===== src/rtl/dmux4way16_reg_if.sv =====
// Bus bundle for the registered 1-to-4 word demultiplexer: one shared input
// stream plus four independent output channels, each with a valid/ready pair.
interface dmux4way16_reg_if #(
  parameter int WIDTH = 16,
  parameter int CNT_W = 8
);
  logic [WIDTH-1:0]   in_data;
  logic [1:0]         in_sel;
  logic               in_valid;
  logic               in_ready;
  logic [4*WIDTH-1:0] out_data;
  logic [3:0]         out_valid;
  logic [3:0]         out_ready;
  logic [4*CNT_W-1:0] out_cnt;

  // Word source and consumers side.
  modport master (
    output in_data, in_sel, in_valid, out_ready,
    input  in_ready, out_data, out_valid, out_cnt
  );

  // Demultiplexer side.
  modport slave (
    input  in_data, in_sel, in_valid, out_ready,
    output in_ready, out_data, out_valid, out_cnt
  );
endinterface


===== src/rtl/dmux4way16_reg.sv =====
// Registered 1-to-4 demultiplexer: each accepted word lands in a one-entry
// register for its selected channel; per-channel wrap-around delivery counters.
module dmux4way16_reg #(
  parameter int WIDTH = 16,
  parameter int CNT_W = 8
) (
  input  logic             clk,
  input  logic             rst_n,
  dmux4way16_reg_if.slave  bus
);
  localparam int NCH = 4;

  logic [NCH-1:0][WIDTH-1:0] data_q, data_d;
  logic [NCH-1:0]            valid_q, valid_d;
  logic [NCH-1:0][CNT_W-1:0] cnt_q, cnt_d;

  logic           in_ready;
  logic           acc;
  logic [NCH-1:0] dlv;

  // Handshakes: a transfer happens on a rising edge where valid && ready are
  // both high; valid never waits on ready, and an offered word must be held
  // by its source until it transfers. in_ready looks only at the selected slot.
  assign in_ready = rst_n && (!valid_q[bus.in_sel] || bus.out_ready[bus.in_sel]);
  assign acc      = bus.in_valid && in_ready;
  assign dlv      = valid_q & bus.out_ready;

  always_comb begin
    data_d  = data_q;
    valid_d = valid_q;
    cnt_d   = cnt_q;
    for (int k = 0; k < NCH; k++) begin
      // A new word wins over delivery, so a draining slot refills with no bubble.
      if (acc && (bus.in_sel == 2'(k))) begin
        data_d[k]  = bus.in_data;
        valid_d[k] = 1'b1;
      end else if (dlv[k]) begin
        valid_d[k] = 1'b0;
      end
      if (dlv[k]) begin
        cnt_d[k] = cnt_q[k] + CNT_W'(1);
      end
    end
  end

  always_ff @(posedge clk) begin
    if (!rst_n) begin
      data_q  <= '0;
      valid_q <= '0;
      cnt_q   <= '0;
    end else begin
      data_q  <= data_d;
      valid_q <= valid_d;
      cnt_q   <= cnt_d;
    end
  end

  assign bus.in_ready  = in_ready;
  assign bus.out_data  = data_q;
  assign bus.out_valid = valid_q;
  assign bus.out_cnt   = cnt_q;
endmodule


===== src/flat_wrapper.sv =====
// flat-port wrapper written by rule: the top's interface ports become plain ports
module dmux4way16_reg_flat 
#(
  parameter int WIDTH = 16,
  parameter int CNT_W = 8
)
  (clk, rst_n, bus_in_data, bus_in_sel, bus_in_valid, bus_out_ready, bus_in_ready, bus_out_data, bus_out_valid, bus_out_cnt);
  dmux4way16_reg_if #(.WIDTH(WIDTH), .CNT_W(CNT_W)) bus_i ();
  input  logic clk;
  input  logic rst_n;
  input wire logic [$bits(bus_i.in_data)-1:0] bus_in_data;
  input wire logic [$bits(bus_i.in_sel)-1:0] bus_in_sel;
  input wire logic [$bits(bus_i.in_valid)-1:0] bus_in_valid;
  input wire logic [$bits(bus_i.out_ready)-1:0] bus_out_ready;
  output wire logic [$bits(bus_i.in_ready)-1:0] bus_in_ready;
  output wire logic [$bits(bus_i.out_data)-1:0] bus_out_data;
  output wire logic [$bits(bus_i.out_valid)-1:0] bus_out_valid;
  output wire logic [$bits(bus_i.out_cnt)-1:0] bus_out_cnt;
  assign bus_i.in_data = bus_in_data;
  assign bus_i.in_sel = bus_in_sel;
  assign bus_i.in_valid = bus_in_valid;
  assign bus_i.out_ready = bus_out_ready;
  assign bus_in_ready = bus_i.in_ready;
  assign bus_out_data = bus_i.out_data;
  assign bus_out_valid = bus_i.out_valid;
  assign bus_out_cnt = bus_i.out_cnt;
  dmux4way16_reg #(.WIDTH(WIDTH), .CNT_W(CNT_W)) u_core (.clk(clk), .rst_n(rst_n), .bus(bus_i));
endmodule

===== config.mk =====
export PLATFORM = sky130hd
export DESIGN_NAME = dmux4way16_reg_flat
export DESIGN_NICKNAME = d
export VERILOG_FILES = /design/src/rtl/dmux4way16_reg_if.sv /design/src/rtl/dmux4way16_reg.sv /design/src/flat_wrapper.sv
export SDC_FILE = /design/constraint.sdc
export NUM_CORES = 1
export LEC_CHECK = 0
export CORE_UTILIZATION = 30
export CTS_CLUSTER_SIZE = 30
export DETAILED_ROUTE_END_ITERATION = 6
export HOLD_SLACK_MARGIN = 0.02
export MAX_ROUTING_LAYER = met4
export SYNTH_ARGS = -nofsm -noshare
export SYNTH_HDL_FRONTEND = slang
export SYNTH_SLANG_ARGS = --single-unit

===== constraint.sdc =====
create_clock -name clk -period 2.38 [get_ports clk]
set_input_delay 0.238 -clock clk [delete_from_list [all_inputs] [get_ports clk]]
set_output_delay 0.238 -clock clk [all_outputs]
set_load 0.1 [all_outputs]

* Word-level counts from Yosys, hierarchy flattened
Cells that the tools add are included.
** Cells by class
- Add/sub/neg operators :: 4
- Equality and inequality tests :: 3
- Bitwise logic cells :: 1
- Mux-type cells :: 12
- Order comparisons :: 1
- Reductions and logical operators :: 13
** Operator list (count)
- adder 8 x 1 -> 8 bit (second input constant) :: 4
- two-way mux 1 bit :: 10
- nonzero test 2 bit :: 4
- logical AND 1 bit :: 6
- bitwise AND 4 bit :: 1
- binary-select mux 1 bit (select 2 bit) :: 2
- equality test 2 bit (second input constant) :: 2
- less-than comparator 2 x 3 -> 1 bit (second input constant) :: 1
- equality test 2 x 1 -> 1 bit (second input constant) :: 1
- zero test 2 bit :: 1
- zero test 1 bit :: 1
- logical OR 1 bit :: 1
** Storage, ports and cells
- Output and inout bits :: 101
- Logic and storage cells :: 46
- Register bits after elaboration :: 100
- Input port bits :: 25

* Longest topological paths before layout
Gate-level depths: netlist of the first run.
- Word-level depth :: 8
- Mapped depth :: 6
- Mapped depth without buffers :: 4

* Worst setup path after synthesis of the first run
Ideal clock, no wire load.
- Path type :: reg2out
- Start point :: reg u_core.valid_q[3] (netlist: u_core.bus.out_valid[3])
- End point :: out bus_in_ready
- Required time :: 2.142 ns
- Buffers on the path :: 1
- Cell stages (with the launch flop) :: 5
- Data arrival time :: 2.828 ns
- Setup slack :: -0.686 ns
- Path through :: dfxtp_1 nor2b_1 buf_6 mux4_2 nor2_1
** On the way
- Word-level cells in the longest chain between the ends :: 5
** Ends and longest elaborated chain
- start, declared :: line dmux4way16_reg.sv:14 : logic [NCH-1:0] valid_q, valid_d;
- start signal, assigned :: line dmux4way16_reg.sv:53 : valid_q <= valid_d;
- binary-select mux 1 bit (select 2 bit) :: line dmux4way16_reg.sv:24 : assign in_ready = rst_n && (!valid_q[bus.in_sel] || bus.out_ready[bus.in_sel]);
- two-way mux 1 bit (implied by the code) :: line dmux4way16_reg.sv:24
- zero test 1 bit :: line dmux4way16_reg.sv:24
- logical OR 1 bit :: line dmux4way16_reg.sv:24
- logical AND 1 bit :: line dmux4way16_reg.sv:24
- end, declared :: line flat_wrapper.sv:15 : output wire logic [$bits(bus_i.in_ready)-1:0] bus_in_ready;
No other way between the ends. The select of a mux whose other input is x is not followed.

* Final worst setup path of the first run
- Start point :: in bus_out_ready[0]
- End point :: out bus_in_ready
** On the way
- Word-level cells in the longest chain between the ends :: 4
** Ends and longest elaborated chain
- start, declared :: line flat_wrapper.sv:14 : input wire logic [$bits(bus_i.out_ready)-1:0] bus_out_ready;
- binary-select mux 1 bit (select 2 bit) :: line dmux4way16_reg.sv:24
- two-way mux 1 bit (implied by the code) :: line dmux4way16_reg.sv:24
- logical OR 1 bit :: line dmux4way16_reg.sv:24
- logical AND 1 bit :: line dmux4way16_reg.sv:24
No other way between the ends. The select of a mux whose other input is x is not followed.

==> results_tabular.tex, run 1 <==
\begin{tabular}{lr}
\hline
Metric & Value \\
\hline
\multicolumn{2}{l}{\textbf{Worst setup path}} \\
CP required & 2.14 ns \\
Worst-path fanout max & 7 \\
Kind of critical path & in -> out \\
Launching element type of the critical path & input port \\
Crit path arrival time & about 1.8 ns \\
Endpoint class of the critical path & output pin \\
\multicolumn{2}{l}{\textbf{Clock tree}} \\
Count of H-tree levels built during CTS & 3 \\
Root buffer cell & sky130\_fd\_sc\_hd\_\_clkbuf\_16 \\
Number of buffers between clock root and the deepest sink & 2 \\
TritonCTS buffer count & 9 \\
Insertion delay of the later-clocked pin in the worst-skew pair & 0.35 ns \\
Clock tree from TritonCTS & built \\
CTS Sinks & 100 \\
Post-cts resize count & 0 \\
CTS clock-pin slew for the worst setup and hold paths & roughly 0.070 ns \\
Post-CTS setup repair buffer count & 0 \\
Hold Buf Count CTS & 0 \\
\multicolumn{2}{l}{\textbf{Synth}} \\
Leading cell types by total area after synthesis & sky130\_fd\_sc\_hd\_\_dfxtp\_1 (45\%), sky130\_fd\_sc\_hd\_\_o31ai\_1 (12\%), sky130\_fd\_sc\_hd\_\_nand4\_1 (9.6\%) \\
FF+latch count, synth & 100 \\
Post-synth ARST share & 0\% \\
Synth Area per Inst & 8.82 um2 \\
Synth Flop Type & sky130\_fd\_sc\_hd\_\_dfxtp\_1 \\
Cell type with the highest aggregate area in the netlist & sky130\_fd\_sc\_hd\_\_dfxtp\_1 \\
Net count after synthesis & 534 \\
Mapped cell area & $\sim$0.0045 mm2 \\
Post-synth cell types & 29 \\
Syn Inst Count & 505 \\
Portion of synthesized cell area occupied by the leading cell type & 45.0\% \\
Warnings from Yosys & 0 \\
List of most frequent post-synthesis cells & sky130\_fd\_sc\_hd\_\_dfxtp\_1 (100), sky130\_fd\_sc\_hd\_\_a21oi\_1 (84), sky130\_fd\_sc\_hd\_\_o31ai\_1 (72), sky130\_fd\_sc\_hd\_\_nand4\_1 (68), sky130\_fd\_sc\_hd\_\_buf\_2 (25) \\
Top-count cell post-synth & sky130\_fd\_sc\_hd\_\_dfxtp\_1 \\
Sequential fraction of the synthesis area & 45.0\% \\
Number of enable flip-flop cells after synthesis & 0 \\
\multicolumn{2}{l}{\textbf{Placed design}} \\
Final GP Congestion & slightly above 0.8 \\
Post-placement cell area & 0.00555 mm2 \\
Placed cell count & between 700 and 800 \\
Port Buffer Count & about 130 \\
Detailed placer's ending HPWL & 9.71 mm \\
\multicolumn{2}{l}{\textbf{Finish}} \\
Number of fillers in the final layout & 1456 \\
Area growth from synthesis to layout & 32.0\% \\
Count of nets after finishing & 632 \\
Share of cells above drive strength 1 & 24.0\% \\
Fin area & 0.00587 mm2 \\
Inserted Diodes & 0 \\
Cell Count, Final, Fillers Out & between 700 and 800 \\
\multicolumn{2}{l}{\textbf{GRT}} \\
Overflow after GRT & 0 \\
First-pass GRT wire length & 22.5 mm \\
Vias in the first global route & 4116 \\
Maximum number of pins on one net before global-route repair & 72 \\
Number of antenna violations at the first check in global routing & 0 \\
Overall routing resource usage & 20.0\% \\
\multicolumn{2}{l}{\textbf{Job}} \\
Max cap viols & 0 \\
\multicolumn{2}{l}{\textbf{Timing}} \\
Final setup TNS & 0 ns \\
Final setup violation count & 0 \\
Max Freq & 492 MHz \\
Unrepaired setup endpoints after global routing & false \\
Transition time of the tightest slew-check pin & 0.718 ns \\
Clock Skews & 0.00746 ns \\
Fin. max-slew vios & 0 \\
Final critical delay including setup and external delays & $\sim$2 ns \\
Final period utilization & a little under nine tenths \\
Hold Vio Cnt, Final & 0 \\
Max-slew headroom & 52.1\% \\
\multicolumn{2}{l}{\textbf{Pwr}} \\
Static Leak & 2.11 nW \\
Post-layout power & 3.87 mW \\
Maximum vdd ir drop & 0.418 mV \\
Power per Cell Area & 659 mW/mm2 \\
\multicolumn{2}{l}{\textbf{Outcome}} \\
Result of the run & complete, no violations \\
\multicolumn{2}{l}{\textbf{Drt}} \\
Via count & 4455 \\
Remaining number of nets flagged by the antenna check after routing & 0 \\
Pre-antenna DRT Iters & 5 \\
Average wire per standard cell & approximately 19 um \\
Number of violations reported at the end of detailed-routing iteration 0 & 460 \\
DRC violation count after routing & 0 \\
Average via count per standard cell & $\sim$5.6 \\
Final Routed Wirelength & 14.9 mm \\
\multicolumn{2}{l}{\textbf{Die}} \\
I/O Pins & 126 \\
Starting utilization of the core area & 30.7\% \\
Floorplan die height & approximately 120 um \\
Row count & 44 \\
Die footprint & 0.0153 mm2 \\
Area of the core & 0.0145 mm2 \\
Die boundary width & 124 um \\
\multicolumn{2}{l}{\textbf{Worst hold path}} \\
Hold WC Path Type & reg -> reg \\
\hline
\end{tabular}
==> critical path: stages <==
cell and delay [ns]:
sky130_fd_sc_hd__clkdlybuf4s50_1 0.63, sky130_fd_sc_hd__nor2b_1 0.11, sky130_fd_sc_hd__mux4_2 0.50, sky130_fd_sc_hd__nor2_4 0.13, sky130_fd_sc_hd__buf_12 0.18
==> metrics by stage <==
step           utilization [%]  hold slack, ns  setup slack, ns
2_1_floorplan                -           0.388           0.0566
3_3_place_gp              38.3           0.455            0.396
3_5_place_dp              38.3           0.460            0.351
4_1_cts                   40.6           0.470            0.340
5_1_grt                   40.6           0.501            0.270
6_report                  40.6           0.471            0.348
==> cell usage in the layout, fill, tap and decap left out, drive strengths merged, types with 3 or more instances in the layout <==
| master | Yosys | final |
|---|---|---|
| buf | 41 | 121 |
| dfxtp | 100 | 100 |
| a21oi | 84 | 84 |
| o31ai | 72 | 72 |
| nand4 | 68 | 68 |
| clkdlybuf4s50 | 0 | 23 |
| nand2 | 20 | 20 |
| nand3 | 19 | 19 |
| nand2b | 12 | 12 |
| inv | 10 | 11 |
| clkbuf | 16 | 10 |
| nor2 | 9 | 9 |
| o21ai | 8 | 8 |
| or3 | 8 | 8 |
| xor2 | 8 | 8 |
| nor2b | 4 | 4 |
| or4 | 4 | 4 |
| o211ai | 4 | 4 |
| nor4 | 4 | 4 |
| mux2i | 4 | 4 |
| ha | 4 | 4 |
| nand3b | 3 | 3 |
==> report_power, final <==
| part | internal, mW | total, mW | switching [mW] |
|---|---|---|---|
| logic | 0.124 | 0.525 | 0.401 |
| registers | 1.70 | 1.72 | 0.0233 |
| clock network | 0.951 | 1.62 | 0.672 |
| total | 2.77 | 3.87 | 1.10 |
==> cell type report <==
| type | instances | area, um2 | area share, % |
|---|---|---|---|
| Inverter | 10 | 37.5 | 0.639 |
| Tap cell | 184 | 230 | 3.92 |
| Clock inverter | 6 | 86.3 | 1.47 |
| Clock buffer | 10 | 239 | 4.07 |
| Multi-Input combinational cell | 338 | 2120 | 36.1 |
| Timing Repair Buffer | 144 | 1160 | 19.8 |
| Sequential cell | 100 | 2000 | 34.1 |
==> final timing paths <==
path,startpoint,end,slack [ns],cells after the start
worst min register to register,u_core.bus.out_data[53],u_core.bus.out_data[53],0.47,2
worst min-delay path,u_core.bus.out_data[53],u_core.bus.out_data[53],0.47,2
worst max register to register,u_core.bus.out_valid[1],u_core.bus.out_data[25],0.99,4
worst max-delay path,bus_out_ready[0],bus_in_ready,0.35,5
==> kinds of logic (layout without fill, tap and decap cells) <==
kind of cell,count (synthesis),after routing,share of synthesized area (%)
AOI/OAI and AO/OA,168,168,23.2
xor gates and xnor gates,8,8,1.57
adders and majority gates,4,4,1.12
buffers and inverters,67,170,7.62
DFF,100,100,45.0
muxes,5,5,1.41
and+or+nand+nor,153,153,20.2
==> state kept, by name (all words and copies together), names as in the netlist <==
register	count
u_core.bus.out_cnt	32
u_core.bus.out_data	64
u_core.bus.out_valid	4
==> per-layer routing <==
metal / track usage [%] / vias up / share of wire (%) / routed length [um]
met5: - / - / 0 / 0
li1: - / 2115 / - / -
met1: 26.7 / 2135 / 46 / 6800
met4: 7.83 / 0 / 2.1 / 312
met2: 29.7 / 182 / 46 / 6780
met3: 3.80 / 23 / 6.6 / 988
No activity file was read; power rests on OpenSTA's default activity.
==> run 2: changes to the inputs <==
Settings changed: CORE_ASPECT_RATIO set to 1.4.
==> run 2 against run 1 <==
Critical path type unchanged. Wire length decreased by 1.2%. Largest power group unchanged. Via count is 2.0% lower. Power down 5.3%. Highest routed layer unchanged.
==> results_tabular.tex, run 2 (synthesis gave the netlist of run 1 again) <==
\begin{tabular}{lr}
\hline
Metric & Value \\
\hline
\multicolumn{2}{l}{\textbf{Outcome}} \\
Result of the run & complete, no violations \\
\multicolumn{2}{l}{\textbf{Job}} \\
Max cap viols & 0 (unchanged) \\
\multicolumn{2}{l}{\textbf{Worst setup path}} \\
CP endpoint & bus\_in\_ready \\
FF-to-FF End & u\_core.bus.out\_data[47] \\
Worst setup startpoint & bus\_out\_ready[2] \\
Worst Reg2Reg Path Length in Cells & 4 (unchanged) \\
CP required & 2.14 ns (about the same) \\
Launching point of the worst reg2reg path & u\_core.bus.out\_valid[2] \\
Kind of critical path & in -> out \\
Endpoint class of the critical path & output pin \\
Launching element type of the critical path & input port \\
Worst reg2reg setup slack & 1.01 ns (+0.02 ns) \\
Worst-path fanout max & 7 (unchanged) \\
Crit path arrival time & 1.76 ns (-0.03 ns) \\
\multicolumn{2}{l}{\textbf{Die}} \\
I/O Pins & 126 (unchanged) \\
Starting utilization of the core area & 30.8\% (+0.075 points) \\
Row count & 52 (+18\%) \\
Die boundary width & 105 um (-15\%) \\
Area of the core & 0.0144 mm2 (-0.24\%) \\
Floorplan die height & 146 um (+18\%) \\
Die footprint & 0.0153 mm2 (about the same) \\
\multicolumn{2}{l}{\textbf{GRT}} \\
Vias in the first global route & 4144 (+0.68\%) \\
Number of antenna violations at the first check in global routing & 0 (unchanged) \\
Overflow after GRT & 0 (unchanged) \\
First-pass GRT wire length & 22.7 mm (+1.0\%) \\
Overall routing resource usage & 19.5\% (-0.56 points) \\
Maximum number of pins on one net before global-route repair & 69 (-4.2\%) \\
\multicolumn{2}{l}{\textbf{Placed design}} \\
Pre-CTS setup slack & 0.352 ns (+0.000983 ns) \\
Post-placement cell area & 0.00557 mm2 (+0.38\%) \\
Port Buffer Count & 125 (unchanged) \\
Detailed placer's ending HPWL & 10.2 mm (+4.7\%) \\
Final GP Congestion & 0.776 (-5.0\%) \\
\multicolumn{2}{l}{\textbf{Drt}} \\
Average via count per standard cell & 5.48 (-2.6\%) \\
DRC violation count after routing & 0 (unchanged) \\
Via count & 4367 (-2.0\%) \\
Pre-antenna DRT Iters & 4 (-1) \\
Final Routed Wirelength & 14.7 mm (-1.2\%) \\
Remaining number of nets flagged by the antenna check after routing & 0 (unchanged) \\
Average wire per standard cell & 18.4 um (-1.8\%) \\
Number of violations reported at the end of detailed-routing iteration 0 & 316 (-31\%) \\
\multicolumn{2}{l}{\textbf{Finish}} \\
Count of nets after finishing & 634 (+0.32\%) \\
Most common library cell in the layout ignoring fill and taps & sky130\_fd\_sc\_hd\_\_buf\_4 \\
Fin area & 0.00584 mm2 (-0.53\%) \\
Share of cells above drive strength 1 & 23.7\% (-0.33 points) \\
Number of flip-flops in the largest register & 64 (unchanged) \\
Final core area utilization & 40.5\% (-0.12 points) \\
Area growth from synthesis to layout & 31.3\% \\
Most used cells in the layout excluding fill and tap cells & sky130\_fd\_sc\_hd\_\_buf\_4 (120), sky130\_fd\_sc\_hd\_\_dfxtp\_1 (100), sky130\_fd\_sc\_hd\_\_a21oi\_1 (84) \\
Inserted Diodes & 0 (unchanged) \\
\multicolumn{2}{l}{\textbf{Pwr}} \\
Power per Cell Area & 627 mW/mm2 (-4.8\%) \\
Post-layout power & 3.66 mW (-5.3\%) \\
Comb pwr share & 14.3\% (+0.7 points) \\
Maximum vdd ir drop & 0.270 mV (-35\%) \\
Switching component of the power & 1.04 mW (-5.6\%) \\
Register share of total power & 47.0\% (+2.5 points) \\
Clock power share & 38.7\% (-3.2 points) \\
Internal Power & 2.63 mW (-5.3\%) \\
Static Leak & 2.10 nW (-0.68\%) \\
Sw Ratio & 28.3\% (-0.060 points) \\
\multicolumn{2}{l}{\textbf{Timing}} \\
Unrepaired setup endpoints after global routing & false \\
Fin. max-slew vios & 0 (unchanged) \\
Final period utilization & 84.1\% (-1.3 points) \\
Final setup TNS & 0 ns (unchanged) \\
Max-slew headroom & 58.2\% (+6.1 points) \\
Clock Skews & 0.00920 ns (+0.00174 ns) \\
Final critical delay including setup and external delays & 2.00 ns (-0.0300 ns) \\
Hold Vio Cnt, Final & 0 (unchanged) \\
Final setup violation count & 0 (unchanged) \\
Transition time of the tightest slew-check pin & 0.627 ns (-0.0910 ns) \\
Post-route setup slack & 0.378 ns (+0.0300 ns) \\
Max Freq & 500 MHz (+1.5\%) \\
\multicolumn{2}{l}{\textbf{Clock tree}} \\
Hold Buf Count CTS & 0 (unchanged) \\
Post-CTS setup repair buffer count & 0 (unchanged) \\
Clock tree from TritonCTS & built \\
Root buffer cell & sky130\_fd\_sc\_hd\_\_clkbuf\_16 \\
Count of H-tree levels built during CTS & 3 (unchanged) \\
CTS clock-pin slew for the worst setup and hold paths & 0.06 ns (about the same) \\
Number of buffers between clock root and the deepest sink & 2 (unchanged) \\
Post-cts resize count & 0 (unchanged) \\
CTS Sinks & 100 (unchanged) \\
TritonCTS buffer count & 9 (unchanged) \\
Insertion delay of the later-clocked pin in the worst-skew pair & 0.34 ns (about the same) \\
\multicolumn{2}{l}{\textbf{Worst hold path}} \\
Number of cells traversed by the worst hold path & 3 (+1) \\
Hold WC Path Type & in -> reg \\
\hline
\end{tabular}
-- run 2: cell count changes in the layout (fill, tap and decap cells not counted) --
cell                         delta
sky130_fd_sc_hd__bufinv_16      -1
sky130_fd_sc_hd__clkinvlp_4     -1
sky130_fd_sc_hd__buf_4          +2
sky130_fd_sc_hd__clkbuf_8       -1
sky130_fd_sc_hd__inv_6          -1
sky130_fd_sc_hd__clkbuf_1       +2
-- run 2: final cells by class --
type	count	area, um2
Inverter	10	37.5
Multi-Input combinational cell	338	2120
Timing Repair Buffer	146	1180
Sequential cell	100	2000
Fill cell	1506	8600
Clock inverter	3	40.0
Clock buffer	11	233
Tap cell	189	236
-- run 2: critical path, cell delays in order --
cell	delay, ns
sky130_fd_sc_hd__clkdlybuf4s50_1	0.61
sky130_fd_sc_hd__nor2b_1	0.12
sky130_fd_sc_hd__mux4_2	0.49
sky130_fd_sc_hd__nor2_4	0.13
sky130_fd_sc_hd__buf_12	0.18
-- run 2: power groups by stage --
| stage | Clock (mW) | Combinational (mW) | Sequential (mW) |
|---|---|---|---|
| 2_1_floorplan | 0 | 0.160 | 1.95 |
| 4_1_cts | 1.45 | 0.523 | 1.72 |
| 3_5_place_dp | 0 | 0.522 | 1.76 |
| 6_report | 1.42 | 0.522 | 1.72 |
| 3_3_place_gp | 0 | 0.519 | 1.76 |
| 5_1_grt | 1.51 | 0.547 | 1.73 |
-- run 2: metal layers --
layer	global-route usage, %	share of wire, %	wire (um)
met2	33.6	52	7630
met1	22.9	42	6200
met4	6.34	1.4	212
met5	-	0	0
met3	3.13	4.5	658
-- run 2: how the worst min path moves through the flow --
stage                       startpoint                      end  slack, ns
2_1_floorplan           bus_in_data[0]   u_core.bus.out_data[0]       0.39
3_3_place_gp    u_core.bus.out_cnt[31]   u_core.bus.out_cnt[31]       0.45
3_5_place_dp   u_core.bus.out_data[31]  u_core.bus.out_data[31]       0.46
4_1_cts                  bus_in_sel[1]  u_core.bus.out_data[63]       0.27
5_1_grt                  bus_in_sel[1]  u_core.bus.out_valid[2]       0.30
6_report                 bus_in_sel[1]  u_core.bus.out_data[63]       0.28
-- run 2: per-stage QoR --
stage	cells	hold WS, ns
after floorplan	505	0.388
after global placement	783	0.454
after detailed placement	783	0.462
after CTS	797	0.268
after global routing	797	0.298
final	797	0.279
